==> src/rtl/mmio_timer.sv <==
// mmio_timer: memory-mapped 32-bit down-counter timer with level interrupt.
// Register window BASE_ADDR+0x0..+0xb: CTRL (+0x0), PRESET (+0x4), COUNT (+0x8, read-only).
module mmio_timer #(
    parameter logic [31:0] BASE_ADDR = 32'h0000_7f00
) (
    input  logic        clk,
    input  logic        clr_n,
    input  logic [31:0] addr,
    input  logic [31:0] wdata,
    input  logic        we,
    output logic [31:0] rdata,
    output logic        irq
);

    typedef enum logic [1:0] {
        S_IDLE = 2'd0,
        S_LOAD = 2'd1,
        S_CNT  = 2'd2,
        S_INT  = 2'd3
    } state_t;

    state_t      state, state_next;
    logic        ctrl_en;
    logic [1:0]  ctrl_mode;
    logic        ctrl_im;
    logic [31:0] preset;
    logic [31:0] count, count_next;
    logic        int_flag, flag_next;
    logic        en_clr;

    logic        hit;
    logic [31:0] offset;
    logic [1:0]  sel;
    logic        wr_ctrl;
    logic        wr_preset;
    logic        run;
    logic        auto_reload;

    assign offset      = addr - BASE_ADDR;
    assign sel         = offset[3:2];
    assign hit         = (addr >= BASE_ADDR) && (addr <= BASE_ADDR + 32'h0000_000b);
    assign wr_ctrl     = we && hit && (sel == 2'd0);
    assign wr_preset   = we && hit && (sel == 2'd1);
    assign auto_reload = (ctrl_mode == 2'b01);
    // While counting, a CTRL write in this cycle overrides the stored EN so the
    // freeze happens at the write edge itself.
    assign run         = wr_ctrl ? wdata[0] : ctrl_en;

    assign irq = ctrl_im & int_flag;

    // Combinational read mux of the addressed register; misses read zero.
    always_comb begin
        rdata = '0;
        if (hit) begin
            case (sel)
                2'd0:    rdata = {28'd0, ctrl_im, ctrl_mode, ctrl_en};
                2'd1:    rdata = preset;
                2'd2:    rdata = count;
                default: rdata = '0;
            endcase
        end
    end

    // Next-state, next-count and interrupt-flag logic of the timer FSM.
    always_comb begin
        state_next = state;
        count_next = count;
        flag_next  = int_flag;
        en_clr     = 1'b0;
        case (state)
            S_IDLE: begin
                if (ctrl_en) state_next = S_LOAD;
            end
            S_LOAD: begin
                count_next = preset;
                state_next = S_CNT;
            end
            S_CNT: begin
                if (!run) begin
                    state_next = S_IDLE;
                end else if (count > 32'd1) begin
                    count_next = count - 32'd1;
                end else begin
                    count_next = '0;
                    flag_next  = 1'b1;
                    state_next = S_INT;
                end
            end
            S_INT: begin
                if (auto_reload) begin
                    flag_next  = 1'b0;
                    state_next = S_LOAD;
                end else begin
                    en_clr     = 1'b1;
                    state_next = S_IDLE;
                end
            end
            default: state_next = S_IDLE;
        endcase
        if ((wr_ctrl || wr_preset) && !auto_reload) flag_next = 1'b0;
    end

    // FSM state register.
    always_ff @(posedge clk or negedge clr_n) begin
        if (!clr_n) state <= S_IDLE;
        else        state <= state_next;
    end

    // Counter and interrupt flag registers.
    always_ff @(posedge clk or negedge clr_n) begin
        if (!clr_n) begin
            count    <= '0;
            int_flag <= 1'b0;
        end else begin
            count    <= count_next;
            int_flag <= flag_next;
        end
    end

    // Software-visible CTRL/PRESET registers; a CTRL write beats the one-shot EN clear.
    always_ff @(posedge clk or negedge clr_n) begin
        if (!clr_n) begin
            ctrl_en   <= 1'b0;
            ctrl_mode <= 2'b00;
            ctrl_im   <= 1'b0;
            preset    <= '0;
        end else begin
            if (wr_ctrl) begin
                ctrl_en   <= wdata[0];
                ctrl_mode <= wdata[2:1];
                ctrl_im   <= wdata[3];
            end else if (en_clr) begin
                ctrl_en   <= 1'b0;
            end
            if (wr_preset) preset <= wdata;
        end
    end

endmodule

==> config.mk <==
export PLATFORM = sky130hd
export DESIGN_NAME = mmio_timer
export DESIGN_NICKNAME = d
export VERILOG_FILES = /design/src/rtl/mmio_timer.sv
export SDC_FILE = /design/constraint.sdc
export NUM_CORES = 1
export LEC_CHECK = 0
export CAP_MARGIN = 10
export CORE_ASPECT_RATIO = 0.9
export CORE_MARGIN = 3
export CORE_UTILIZATION = 51
export DETAILED_ROUTE_END_ITERATION = 12
export PLACE_DENSITY_LB_ADDON = 0.3
export SYNTH_ARGS = -nofsm -noshare
export SYNTH_HDL_FRONTEND = slang
export SYNTH_SLANG_ARGS = --single-unit
==> constraint.sdc <==
create_clock -name clk -period 3.3 [get_ports clk]
set_input_delay 0.66 -clock clk [delete_from_list [all_inputs] [get_ports clk]]
set_output_delay 0.66 -clock clk [all_outputs]
set_load 0.005 [all_outputs]
==> flow_summary.toml, run 1 <==
[timing]
worstMarginPinSlew_ns = 0.725
setup_violations = 0
slew_viol_final = 0
finalHoldViolCount = 0
fin_crit_sh_pct = 96.1
fmax_mhz = 315
min_period_ns = 3.17
rsz0062_at_grt = "false"
setup_slack_ns = 0.128
skew_ns = 0.00933
slew_headroom_pct = 51.7

[routing]
wl_met3_um = 905
avgViaCountPerCell = 6.55
drc = 0
top_layer = "met4"
wl_met2_mm = 6.13
drt_iter0_markers = 305
firstDrtPassIters = 5
antenna_left = 0
wl_met1_mm = 5.17
via_count = 4334
wl_per_cell_um = 19.0
drt_wl_total_mm = 12.6

[cells_and_area]
final_cell_mix = "dfrtp_1 (71), clkdlybuf4s50_1 (64), nor2_1 (51)"
finish.utilization_pct = 72.3
mostFrequentLayoutCell = "dfrtp_1"
antenna_cells = 0
final_cell_count_no_fill = 662
area_delta_synth_final_pct = 32.8
drive_gt1_share_pct = 15.9
final_nets = 631

[flow_run]
maxCapViolCount = 0

[critical_path]
r2r-end = "count[23]$_DFFE_PN0P_"
max_stage_delay_ns = 0.45
worst-path-stages = 9
slowest_stage = "clkdlybuf4s50_1"
cp-end-kind = "output pin"
ff2ff_setup_slack_ns = 0.27
reg2reg_from = "count[8]$_DFFE_PN0P_"
startpoint_type = "input pin"
critical_path.most_common_cell = "nand4_1"
crit_arrival_ns = 2.51
path_buf_inv = 4
crit_fanout = 17
reg2regPathDepth = 7
cp-endpoint = "rdata[2]"
required_ns = 2.64
crit_start = "addr[17]"
cp_cell_sequence = "clkdlybuf4s50_1, nor4_2, nand4_1, a21oi_2, nand4_1, buf_6, buf_12, nor2_1, dlygate4sd2_1"
crit_family = "buffers and inverters"
crit_type = "input pin to output pin"

[global_route]
antenna_found_initial = 0
grt_first_pass_wirelength_mm = 20.5
overflow = 0
grt_pass1_vias = 4190
grt_max_degree = 53
grt_usage_pct = 27.3

[floorplanning]
die_x_um = 102
dieArea_sq_um = 9470
rows = 30
floorplan.core_area_sq_um = 7810
fp.dieH_um = 92.6
ios = 100
initial_utilization_pct = 54.5

[placement]
dp_slack_ns = -0.117
port_buffers = 99
place.gp.congestion = 0.869
dp_cells = 645
dp_hpwl_mm = 8.76

[synthesis]
synthTopCellsByArea = "dfrtp_1 (42%), mux2_2 (9.8%), a22oi_1 (5.7%), o21ai_0 (4.9%), nor2_1 (4.5%)"
synth_edf_count = 0
async_flop_share_pct = 100
ys_warn_count = 0
syn_area_per_cell_sq_um = 9.14
synth_top_area_cell = "dfrtp_1"
synth_ff_type = "dfrtp_1"
yosysSeqAreaShare_pct = 41.8
synth-seq-cells = 71
synth.distinct_cells = 47
netlist_area_sq_um = 4250
synth_cells = 465
synth_fp_nets = 534
synth_top_area_share_pct = 41.8

[clock_network]
clkSlewWorstSetupHoldPaths_ns = 0.07
tritoncts = "yes"
clkSinkCount = 71
htreeDepth = 3
cts-root-buf = "clkbuf_8"
hold_buffers = 0
cts_buffers = 9
clock_path_buffers = 2
clock_latency_ns = 0.35

[outcome]
status = "finished, final reports clean"

[min_path]
hold_path.class = "input pin to async pin"

[power_and_ir_drop]
power.density_nw_per_um2 = 365
p_leak_nw = 2.33
ir_drop_mv = 0.283
-- kinds of logic (layout without fill, tap and decap cells) --
kind of cell | after synthesis | in the layout | synth area share [%]
AND/OR/NAND/NOR | 155 | 155 | 19.4
multiplexers | 46 | 46 | 11.9
AO/OA/AOI/OAI | 140 | 140 | 21.5
buffers and inverters | 51 | 152 | 4.83
flip-flops | 71 | 71 | 41.8
adder cells (fa/ha/maj) | 2 | 2 | 0.588
-- sequential cells by signal (all words and copies together), names as in the netlist --
register and count:
count 32, preset 32, ctrl_mode 2, state 2, ctrl_en 1, ctrl_im 1
int_flag 1
-- Yosys cell counts, drive strengths merged, types with 2 or more instances --
| cell | n |
|---|---|
| ha | 2 |
| a22oi | 32 |
| mux2i | 9 |
| o21ai | 43 |
| nor2b | 9 |
| nand4 | 3 |
| a32oi | 15 |
| nor3 | 22 |
| mux2 | 37 |
| or3 | 2 |
| or4 | 5 |
| clkbuf | 28 |
| dfrtp | 71 |
| buf | 9 |
| a31oi | 3 |
| and3 | 2 |
| nor3b | 2 |
| nand2 | 15 |
| nand2b | 3 |
| and2 | 3 |
| nand4b | 4 |
| o211ai | 2 |
| nor4 | 20 |
| nand3 | 10 |
| o22ai | 5 |
| inv | 14 |
| a21oi | 19 |
| nor2 | 51 |
| a211oi | 13 |
-- layer usage --
metal / track usage, % / vias up
met5: 0 / -
met4: 9.95 / 0
met3: 5.80 / 44
met2: 44.5 / 215
met1: 35.6 / 2118
li1: - / 1957
-- report_power, final --
| part | internal, mW | switching [mW] | total (mW) |
|---|---|---|---|
| Sequential | 0.971 | 0.125 | 1.10 |
| Clock | 0.340 | 0.324 | 0.664 |
| Combinational | 0.160 | 0.139 | 0.299 |
| Total | 1.47 | 0.588 | 2.06 |
-- worst min-delay path by stage --
stage | from | endpoint | slack [ns] | cells after the start
6_report | clr_n | preset[21]$_DFFE_PN0P_ | 0.36 | 1
5_1_grt | clr_n | preset[21]$_DFFE_PN0P_ | 0.39 | 1
4_1_cts | clr_n | preset[21]$_DFFE_PN0P_ | 0.38 | 1
3_5_place_dp | ctrl_im$_DFFE_PN0N_ | ctrl_im$_DFFE_PN0N_ | 0.51 | 1
3_3_place_gp | ctrl_im$_DFFE_PN0N_ | ctrl_im$_DFFE_PN0N_ | 0.52 | 1
2_1_floorplan | clr_n | count[0]$_DFFE_PN0P_ | 0.36 | 0
-- cell type report --
class / count / area [sq um]
Clock inverter: 5 / 50.0
Fill cell: 647 / 2160
Clock buffer: 10 / 128
Inverter: 14 / 52.6
Multi-Input combinational cell: 343 / 2320
Sequential cell: 71 / 1780
Tap cell: 96 / 120
Timing Repair Buffer: 123 / 1200
-- what timing repair did --
action / CTS / global route
resized for setup: 39 / 1
setup buffers: 1 / 0
pin swaps: 4 / 0
setup endpoints to repair: 32 / 1
cloned: 1 / 0
-- stage by stage --
stage	area (sq um)	power, mW	TNS (ns)	hold WS, ns
detailed placement	5450	1.40	-2.50	0.514
floorplan	4250	1.22	0	0.364
finish	5640	2.06	0	0.362
global route	5640	2.16	0	0.392
global placement	5450	1.38	-1.24	0.518
CTS	5640	2.06	0	0.379
No activity file was read; power rests on OpenSTA's default activity.
==> inputs of run 2 (changes only) <==
CORE_MARGIN = 10   (was 3)
CTS_CLUSTER_SIZE = 12   (was default)
==> flow_summary.toml, run 2 (synthesized netlist as in run 1, its figures left out) <==
[outcome]
status = "finished, final reports clean"

[timing]
fin_crit_sh_pct = 96.0
rsz0062_at_grt = "false"
skew_ns = 0.0144
fmax_mhz = 316
fin_hold_ws_ns = 0.240
finalHoldViolCount = 0
finalSetupTns_ns = 0
min_period_ns = 3.17
setup_violations = 0
slew_viol_final = 0
worstMarginPinSlew_ns = 0.713
slew_headroom_pct = 52.0

[cells_and_area]
mostFrequentLayoutCell = "dfrtp_1"
fin_area_sq_um = 5720
largest_registers = "count x32, preset x32"
area_delta_synth_final_pct = 34.6
final_cell_count_no_fill = 671
drive_gt1_share_pct = 16.6
final_cell_mix = "dfrtp_1 (71), clkdlybuf4s50_1 (66), nor2_1 (51)"
antenna_cells = 0
final_nets = 636
finish.utilization_pct = 70.9

[floorplanning]
floorplan.core_area_sq_um = 8070
fp.dieH_um = 107
ios = 100
die_x_um = 116
initial_utilization_pct = 52.7
dieArea_sq_um = 12400
rows = 31

[global_route]
grt_first_pass_wirelength_mm = 21.0
grt_usage_pct = 20.7
antenna_found_initial = 0
overflow = 0
grt_max_degree = 36
grt_pass1_vias = 4192

[critical_path]
crit_arrival_ns = 2.51
startpoint_type = "input pin"
crit_family = "buffers and inverters"
crit_type = "input pin to output pin"
crit_start = "addr[29]"
slowest_stage = "clkdlybuf4s50_1"
crit_fanout = 15
max_stage_delay_ns = 0.43
path_buf_inv = 4
r2r-end = "count[0]$_DFFE_PN0P_"
required_ns = 2.64
cp_cell_sequence = "clkdlybuf4s50_1, nor4_1, nand4_1, a21oi_2, nand4_1, buf_4, buf_6, nor2_1, dlygate4sd2_1"
cp-end-kind = "output pin"
reg2reg_from = "count[8]$_DFFE_PN0P_"
ff2ff_setup_slack_ns = 0.45
reg2regPathDepth = 7
critical_path.most_common_cell = "nand4_1"

[clock_network]
clock_latency_ns = 0.36
clkSinkCount = 71
hold_buffers = 0
clkSlewWorstSetupHoldPaths_ns = 0.08
clock_path_buffers = 2
cts-root-buf = "clkbuf_8"
cts_buffers = 9
tritoncts = "yes"
htreeDepth = 3

[flow_run]
maxCapViolCount = 0

[placement]
place_area_sq_um = 5480
place.gp.congestion = 0.894
dp_cells = 653
port_buffers = 99
dp_hpwl_mm = 9.29

[routing]
drt_iter0_markers = 380
firstDrtPassIters = 5
wl_met2_mm = 6.52
wl_met1_mm = 5.19
drc = 0
antenna_left = 0
top_layer = "met4"
wl_per_cell_um = 19.3
drt_wl_total_mm = 13.0
via_count = 4245
avgViaCountPerCell = 6.33
wl_met3_mm = 1.04

[power_and_ir_drop]
power.density_nw_per_um2 = 396
ir_drop_mv = 0.205
p_leak_nw = 2.36

[min_path]
hold_path.class = "input pin to async pin"
[run 2: changes by cell type in the layout (fill, tap and decap cells not counted), moves of 2 or more]
cell             delta
nor4_1              +2
buf_4               +6
clkdlybuf4s50_1     +2
clkinv_2            -4
nor4_2              -2
bufinv_16           +2
dlygate4sd2_1       -2
[run 2: power breakdown]
group | total [mW] | internal, mW | leakage [nW] | switching (mW)
Sequential | 1.09 | 0.970 | 0.831 | 0.122
Clock | 0.880 | 0.527 | 0.123 | 0.353
Combinational | 0.294 | 0.160 | 1.41 | 0.135
[run 2: how the worst max path moves through the flow]
stage | depth (start not counted) | endpoint
after detailed placement | 8 | rdata[8]
final | 9 | rdata[30]
after CTS | 9 | rdata[30]
after global placement | 8 | rdata[30]
after global routing | 9 | rdata[19]
after floorplan | 9 | count[14]$_DFFE_PN0P_
[run 2: repair_timing]
action	CTS	global route
gates resized for setup	37	0
setup buffers	1	0
setup endpoints to repair	32	0
[run 2: cell type report]
cell class	instances	area [sq um]
inverter	14	52.6
sequential	71	1780
clock inverter	6	115
clock buffer	10	138
multi-input combinational	343	2310
timing repair buffer	128	1210
fill	654	2350
tap	99	124
[run 2: per-stage QoR]
stage | total power [mW] | setup slack [ns]
global route | 2.37 | 0.00519
global placement | 1.38 | -0.0129
floorplan | 1.22 | 0.526
CTS | 2.28 | 0.120
finish | 2.27 | 0.132
detailed placement | 1.40 | -0.222
[run 2: layer usage]
metal,vias up,global-route usage (%)
met2,188,34.0
met5,-,0
li1,1968,-
met1,2069,26.2
met3,20,5.18
met4,0,6.43
